**config.mk**
```make
export PLATFORM = sky130hd
export DESIGN_NAME = matrix_vec_mac3x3
export DESIGN_NICKNAME = d
export VERILOG_FILES = /design/src/rtl/matrix_vec_mac3x3.sv
export SDC_FILE = /design/constraint.sdc
export NUM_CORES = 1
export LEC_CHECK = 0
export ABC_AREA = 1
export BUFFER_PORTS_ARGS = -buffer_cell sky130_fd_sc_hd__buf_2
export CELL_PAD_IN_SITES_DETAIL_PLACEMENT = 0
export CELL_PAD_IN_SITES_GLOBAL_PLACEMENT = 1
export CORE_UTILIZATION = 30
export DETAILED_ROUTE_END_ITERATION = 16
export PLACE_DENSITY = 0.59
export SYNTH_ARGS = -nofsm -noshare
export SYNTH_HDL_FRONTEND = slang
export SYNTH_SLANG_ARGS = --single-unit
```
**constraint.sdc**
```tcl
create_clock -name clk_i -period 22.7 [get_ports clk_i]
set_input_delay 3.405 -clock clk_i [delete_from_list [all_inputs] [get_ports clk_i]]
set_output_delay 3.405 -clock clk_i [all_outputs]
set_load 0.005 [all_outputs]
```
**src/rtl/matrix_vec_mac3x3.sv**
```systemverilog
// 3x3 fixed-point matrix-vector multiply stage: one time-multiplexed MAC walks
// the nine products, rounds/saturates each row, and hands the vector downstream.
module matrix_vec_mac3x3 #(
  parameter int unsigned DW   = 16,
  parameter int unsigned CW   = 16,
  parameter int unsigned FRAC = 14
) (
  input  logic            clk_i,
  input  logic            rstn_i,
  input  logic            coef_we_i,
  input  logic [3:0]      coef_addr_i,
  input  logic [CW-1:0]   coef_wdata_i,
  input  logic            in_valid_i,
  output logic            in_ready_o,
  input  logic [3*DW-1:0] in_vec_i,
  output logic            out_valid_o,
  input  logic            out_ready_i,
  output logic [3*DW-1:0] out_vec_o,
  output logic            busy_o
);

  localparam int unsigned PW = DW + CW;
  localparam int unsigned AW = PW + 2;
  localparam logic signed [AW-1:0] RND     = AW'(1) << (FRAC - 1);
  localparam logic signed [AW-1:0] SAT_MAX = (AW'(1) << (DW - 1)) - AW'(1);
  localparam logic signed [AW-1:0] SAT_MIN = -(AW'(1) << (DW - 1));

  typedef enum logic [1:0] {IDLE, MAC, OUT} state_t;

  function automatic logic [CW-1:0] ident(input int unsigned i);
    return (i % 4 == 0) ? (CW'(1) << FRAC) : '0;
  endfunction

  state_t                 state_q, state_d;
  logic [1:0]             row_q, row_d, col_q, col_d;
  logic signed [AW-1:0]   acc_q, acc_d;
  logic signed [DW-1:0]   x_q [3];
  logic signed [DW-1:0]   x_d [3];
  logic signed [DW-1:0]   res_q [3];
  logic signed [DW-1:0]   res_d [3];
  logic signed [CW-1:0]   shadow_q [9];
  logic signed [CW-1:0]   shadow_d [9];
  logic signed [CW-1:0]   active_q [9];
  logic signed [CW-1:0]   active_d [9];
  logic                   in_ready_q, in_ready_d;
  logic                   out_valid_q, out_valid_d;
  logic                   busy_q, busy_d;

  logic [3:0]             idx;
  logic signed [DW-1:0]   x_sel;
  logic signed [CW-1:0]   a_sel;
  logic signed [PW-1:0]   prod;
  logic signed [AW-1:0]   acc_sum;
  logic signed [AW-1:0]   rounded;
  logic signed [DW-1:0]   res_sat;

  // Current product, running sum and the rounded/saturated row result.
  always_comb begin
    idx     = 4'(row_q) * 4'd3 + 4'(col_q);
    x_sel   = x_q[col_q];
    a_sel   = active_q[idx];
    prod    = PW'(x_sel) * PW'(a_sel);
    acc_sum = acc_q + AW'(prod);
    rounded = (acc_sum + RND) >>> FRAC;
    if (rounded > SAT_MAX)      res_sat = DW'(SAT_MAX);
    else if (rounded < SAT_MIN) res_sat = DW'(SAT_MIN);
    else                        res_sat = DW'(rounded);
  end

  always_ff @(posedge clk_i or negedge rstn_i) begin
    if (!rstn_i) state_q <= IDLE;
    else         state_q <= state_d;
  end

  always_comb begin
    state_d = state_q;
    case (state_q)
      IDLE:    if (in_valid_i) state_d = MAC;
      MAC:     if (row_q == 2'd2 && col_q == 2'd2) state_d = OUT;
      OUT:     if (out_ready_i) state_d = IDLE;
      default: state_d = IDLE;
    endcase
  end

  always_comb begin
    row_d       = row_q;
    col_d       = col_q;
    acc_d       = acc_q;
    x_d         = x_q;
    res_d       = res_q;
    shadow_d    = shadow_q;
    active_d    = active_q;
    in_ready_d  = (state_d == IDLE);
    out_valid_d = (state_d == OUT);
    busy_d      = (state_d == MAC) || (state_d == OUT);

    if (coef_we_i && coef_addr_i < 4'd9) shadow_d[coef_addr_i] = coef_wdata_i;

    // Snapshot of the pre-write shadow bank travels with the accepted vector.
    if (state_q == IDLE && in_valid_i) begin
      active_d = shadow_q;
      for (int i = 0; i < 3; i++) x_d[i] = in_vec_i[i*DW +: DW];
      row_d = 2'd0;
      col_d = 2'd0;
      acc_d = '0;
    end

    if (state_q == MAC) begin
      if (col_q == 2'd2) begin
        res_d[row_q] = res_sat;
        acc_d        = '0;
        col_d        = 2'd0;
        row_d        = (row_q == 2'd2) ? 2'd0 : row_q + 2'd1;
      end else begin
        acc_d = acc_sum;
        col_d = col_q + 2'd1;
      end
    end
  end

  always_ff @(posedge clk_i or negedge rstn_i) begin
    if (!rstn_i) begin
      row_q       <= '0;
      col_q       <= '0;
      acc_q       <= '0;
      in_ready_q  <= 1'b1;
      out_valid_q <= 1'b0;
      busy_q      <= 1'b0;
      for (int unsigned i = 0; i < 3; i++) begin
        x_q[i]   <= '0;
        res_q[i] <= '0;
      end
      for (int unsigned i = 0; i < 9; i++) begin
        shadow_q[i] <= ident(i);
        active_q[i] <= ident(i);
      end
    end else begin
      row_q       <= row_d;
      col_q       <= col_d;
      acc_q       <= acc_d;
      in_ready_q  <= in_ready_d;
      out_valid_q <= out_valid_d;
      busy_q      <= busy_d;
      x_q         <= x_d;
      res_q       <= res_d;
      shadow_q    <= shadow_d;
      active_q    <= active_d;
    end
  end

  assign in_ready_o  = in_ready_q;
  assign out_valid_o = out_valid_q;
  assign busy_o      = busy_q;
  assign out_vec_o   = {res_q[2], res_q[1], res_q[0]};

endmodule
```
### Word level (Yosys, flattened, before mapping)

Cells that the tools add are included.

| operators by class | value |
|---|---|
| equal/unequal tests | 6 |
| div/mod/pow operators | 0 |
| mux-type cells | 28 |
| $mul | 2 |
| add/subtract/negate cells | 5 |
| order comparisons | 9 |
| bitwise gates (word level) | 4 |
| reductions and logical operators | 10 |
| shifts and indexed selects | 0 |

Operator list:

| operator | count |
|---|---|
| $bwmux 144 | 1 |
| $mux 16 | 8 |
| $mux 34 | 3 |
| $bmux 16 s4 | 1 |
| $demux 16 s4 | 1 |
| $bwmux 48 | 1 |
| $add 34x15->34 const B | 1 |
| $add 34x32->34 | 1 |
| $bmux 16 s2 | 1 |
| $demux 16 s2 | 1 |
| $mul 16x16->32 | 1 |
| $gt 20x16->1 const B | 1 |
| $lt 20x16->1 const B | 1 |
| $mux 2 | 10 |
| $ge 5x5->1 const B | 2 |
| $not 4->5 | 2 |
| $eq 2x2->1 const B | 4 |
| $ge 3x3->1 const B | 2 |
| $not 2->3 | 2 |
| $pmux 2 s3 | 1 |
| $logic_and 1x1->1 | 5 |
| $lt 5x1->1 const B | 1 |
| $add 2x1->2 const B | 2 |
| $add 4x2->4 | 1 |
| 8 further kinds | 10 |

| word-level totals | value |
|---|---|
| memories | 0 |
| memory bits (read-only) | 0 |
| memory bits (writable) | 0 |
| flip-flop bits (word level) | 427 |
| bits in latches | 0 |
| input bits | 73 |

### Longest topological paths before layout

| depth | value |
|---|---|
| depth in word-level cells | 13 |
| mapped depth | 49 |
| mapped depth without buffers | 45 |

### Worst setup path before layout

Ideal clock, no wire load.

| path | value |
|---|---|
| path type | reg2reg |
| start point | register row_q[0] |
| end point | register res_q (netlist bit out_vec_o[21]) |
| data required time | 22.583 ns |
| stages on the path, launching flop included | 43 |
| period minus slack after synthesis | 8.840 ns |
| path slack | 13.860 ns |
| arrival | 8.724 ns |
| path buffers | 3 |
| path through | dfrtp_1 -> fa_1 -> ha_1 -> fa_1 -> inv_1 -> clkbuf_1 -> a221oi_1 -> a311o_1 -> nand2_1 -> clkbuf_1 -> nor2_1 -> fa_1 -> inv_1 -> fa_1 -> fa_1 -> fa_1 -> inv_1 -> fa_1 -> [7 not listed] -> nand3_1 -> nand2_1 -> nand2_2 -> ha_1 -> nand3_1 -> nor2_8 -> nand3_4 -> nor2_2 -> nand3_1 -> nand2_1 -> nand2_1 -> nor2_1 -> nand3_2 -> nand2_4 -> buf_12 -> nand2_4 -> nand2_1 -> nand2_1 |

| between the ends | value |
|---|---|
| cells in the longest elaborated chain, start to end | 13 |

Ends and longest elaborated chain:

| what | line | source |
|---|---|---|
| start: declaration | 35 | `logic [1:0] row_q, row_d, col_q, col_d;` |
| start signal: assignment | 138 | `row_q <= row_d;` |
| $mul 2x2->4 | 59 | `idx = 4'(row_q) * 4'd3 + 4'(col_q);` |
| $add 4x2->4 | 59 |  |
| $not 4->5 (implied by the code) | 61 | `a_sel = active_q[idx];` |
| $bmux 16 s4 | 61 |  |
| $mux 16 (implied by the code) (2 in series) | 61 |  |
| $mul 16x16->32 | 62 | `prod = PW'(x_sel) * PW'(a_sel);` |
| $add 34x32->34 | 63 | `acc_sum = acc_q + AW'(prod);` |
| $add 34x15->34 | 64 | `rounded = (acc_sum + RND) >>> FRAC;` |
| $lt 20x16->1 | 66 | `else if (rounded < SAT_MIN) res_sat = DW'(SAT_MIN);` |
| $mux 16 | 66 |  |
| $mux 16 | 65 | `if (rounded > SAT_MAX) res_sat = DW'(SAT_MAX);` |
| $bwmux 48 (*) | 110 | `res_d[row_q] = res_sat;` |
| end signal: assignment | 145 | `res_q <= res_d;` |
| end: declaration | 39 | `logic signed [DW-1:0] res_q [3];` |

Mark *: on every way between the ends. The rest lies on a longest branch, timed or not. The select of a mux whose other input is x is not followed.
A chain may end at the register's enable or synchronous reset.

### Final worst setup path

| path | value |
|---|---|
| start point | register col_q[0] |
| end point | register res_q (netlist bit out_vec_o[16]) |

| between the ends | value |
|---|---|
| cells in the longest elaborated chain, start to end | 12 |

Ends and longest elaborated chain:

| what | line | source |
|---|---|---|
| start: declaration | 35 |  |
| start signal: assignment | 139 | `col_q <= col_d;` |
| $add 4x2->4 | 59 |  |
| $not 4->5 (implied by the code) | 61 |  |
| $bmux 16 s4 | 61 |  |
| $mux 16 (implied by the code) (2 in series) | 61 |  |
| $mul 16x16->32 | 62 |  |
| $add 34x32->34 | 63 |  |
| $add 34x15->34 | 64 |  |
| $lt 20x16->1 | 66 |  |
| $mux 16 | 66 |  |
| $mux 16 | 65 |  |
| $bwmux 48 | 110 |  |

Parallel ways exist; a longest one is shown, timed or not. The select of a mux whose other input is x is not followed.

==> results.sh <==
export IMPL_status="finished, final reports clean"
export IMPL_slowest_delay_ns=0.80
export IMPL_wl_per_cell_um=18.5
export IMPL_min_path_type="reg2reg"
export IMPL_port_buffer_count=123
export IMPL_cp_data_required_time_ns=23.18
export IMPL_cts_repair_resized=0
export IMPL_coreArea_um2=101000
export IMPL_synth_nets=4234
export IMPL_synth_cell_types=47
export IMPL_dp_slack_ns=11.83
export IMPL_drcViolationCount=0
export IMPL_cts_max_level=2
export IMPL_rows=116
export IMPL_fp_dieH_um=321
export IMPL_rsz0062_at_grt="false"
export IMPL_hold_violations=0
export IMPL_slew_violations=0
export IMPL_syn_cell_area_um2=30600
export IMPL_finalCriticalPeriod_ns=11.04
export IMPL_hold_buffers=0
export IMPL_place_congestion=0.880
export IMPL_first_global_vias=24900
export IMPL_finClkSkew_ns=0.0539
export IMPL_fillers=10700
export IMPL_max_freq_mhz=90.6
export IMPL_synth_area_leaders="dfrtp_1, fa_1, nand2_1, inv_1, ha_1"
export IMPL_finalWorstSetupSlack_ns=11.66
export IMPL_cp_slowest_cell="dfrtp_1"
export IMPL_via_per_inst=4.61
export IMPL_r2r_start="col_q[0]"
export IMPL_startpoint="col_q[0]"
export IMPL_synth_seq_cells=427
export IMPL_seq_area_frac_synth_pct=35.0
export IMPL_crit_arrival_ns=11.52
export IMPL_place_hpwl_um=69800
export IMPL_setup_viol=0
export IMPL_cap_viol_max_count=0
export IMPL_clk_latency_ns=0.64
export IMPL_ys_async_sr_fraction_pct=100
export IMPL_num_antenna_cells=0
export IMPL_dieArea_um2=103000
export IMPL_synth_top_area_cell="dfrtp_1"
export IMPL_worstMarginPinSlew_ns=1.34
export IMPL_grt_overflow=0
export IMPL_cts_root_buf="clkbuf_16"
export IMPL_nNetsFinal=4300
export IMPL_start_util_pct=30.4
export IMPL_tns_ns=0
export IMPL_numCtsBuffers=53
export IMPL_end_kind="register"
export IMPL_grt_max_degree=175
export IMPL_crit_path_start_kind="register"
export IMPL_syn_to_final_growth_pct=12.5
export IMPL_routed_wl_um=96400
export IMPL_grt_antenna_before_repair=2
export IMPL_synthTopCellsByCount="nand2_1, inv_1, dfrtp_1"
export IMPL_max_slew_margin_pct=10.1
export IMPL_cts_sinks=427
export IMPL_grt_first_pass_wirelength_um=152000
export IMPL_cts_setup_buffers=0
export IMPL_ios=124
export IMPL_drt_pre_antenna_iters=5
export IMPL_cp_common_cell="nand2_1"
export IMPL_synth_area_per_cell_um2=8.17
export IMPL_synthCells=3742
export IMPL_yosys_area_top_type_share_pct=34.4
export IMPL_clk_path_buf_depth=3
export IMPL_path_max_fanout=33
export IMPL_hold_start="shadow_q[142]"
export IMPL_vias=24000
export IMPL_cts_tree="yes"
export IMPL_synth_edf_count=0
export IMPL_grt_usage_pct=19.3
export IMPL_fin_crit_sh_pct=48.6
export IMPL_drt_iter0_markers=1480
export IMPL_hold_slack_ns=0.458
export IMPL_drive_gt1_share_pct=9.43
export IMPL_synthMostInstantiatedCell="nand2_1"
export IMPL_die_x_um=321
export IMPL_crit_type="reg2reg"
export IMPL_clkTransAtPathRegs_ns=0.06
export IMPL_ant_nets=0
export IMPL_yosysWarningCount=0
export IMPL_ys_flop_type="dfrtp_1"
## logic make-up (layout without fill, tap and decap cells)
| group | after synthesis | after routing | share of synthesized area, % |
|---|---|---|---|
| DFF | 427 | 427 | 35.0 |
| adders and majority gates | 419 | 419 | 24.7 |
| xor gates and xnor gates | 25 | 25 | 0.716 |
| buffers and inverters | 696 | 805 | 8.67 |
| AOI/OAI and AO/OA | 336 | 336 | 6.28 |
| and+or+nand+nor | 1839 | 1839 | 24.7 |
## cells in the final DEF, fill, tap and decap left out, drive strengths merged, types with 3 or more instances in the layout
cell type and n:
clkinvlp 3, fa 307, a311o 14, dfstp 7, a221oi 14, o31ai 6, dfrtp 420, nand2 1426
nor2 226, nand4 33, o21ai 200, nand3 135, clkbuf 76, xor2 13, buf 156, a21oi 67
and2 3, nor3 11, clkinv 22, o21a 17, xnor2 12, inv 546, a32o 6, ha 112
nand3b 3
## flip-flops by register name, indices dropped and copies added (netlist names), 2 cells and up
name and flops:
state_q 2, acc_q 34, out_vec_o 48, shadow_q 144, row_q 2, x_q 48
col_q 2, active_q 144
## routing by layer
layer	wire, um	vias to the layer above	GRT usage (%)
li1	-	11500	-
met1	44200	12000	26.4
met2	46700	397	32.6
met3	3700	96	2.20
met4	1780	4	4.03
met5	26	-	0
## final cells by class
cell class | instances | area [um2] | area share (%)
multi-input cells | 2619 | 17300 | 50.1
repair buffers | 156 | 886 | 2.57
inverters | 551 | 2070 | 6.02
clock buffers | 76 | 1580 | 4.60
well taps | 1357 | 1700 | 4.93
flip-flops and latches | 427 | 10700 | 31.1
clock inverters | 22 | 230 | 0.669
## critical path: cells and delay by family (launching register included)
kind,cells,cell delay (ns)
and+or+nand+nor,21,3.53
adders and majority gates,11,4.72
buffers and inverters,7,1.36
DFF,1,0.80
AOI/OAI and AO/OA,2,0.41
## final timing paths
| path | end | depth (start not counted) | slack (ns) |
|---|---|---|---|
| max | out_vec_o[16] | 41 | 11.66 |
| min | active_q[142] | 2 | 0.46 |
| max reg2reg | out_vec_o[16] | 41 | 11.66 |
| min reg2reg | active_q[142] | 2 | 0.46 |
| max in group asynchronous | state_q[1] | 3 | 17.35 |
| min in group asynchronous | shadow_q[119] | 1 | 2.87 |
## through the flow
| step | instances | instance area, um2 | util [%] |
|---|---|---|---|
| 2_1_floorplan | 3742 | 30600 | - |
| 3_3_place_gp | 5110 | 32600 | 32.4 |
| 3_5_place_dp | 5110 | 32600 | 32.4 |
| 4_1_cts | 5208 | 34400 | 34.2 |
| 5_1_grt | 5208 | 34400 | 34.2 |
| 6_report | 5208 | 34400 | 34.2 |
Power is left out: the tool's default activity adds up to more than one toggle a clock period on the data nets, which glitch-free logic cannot reach.
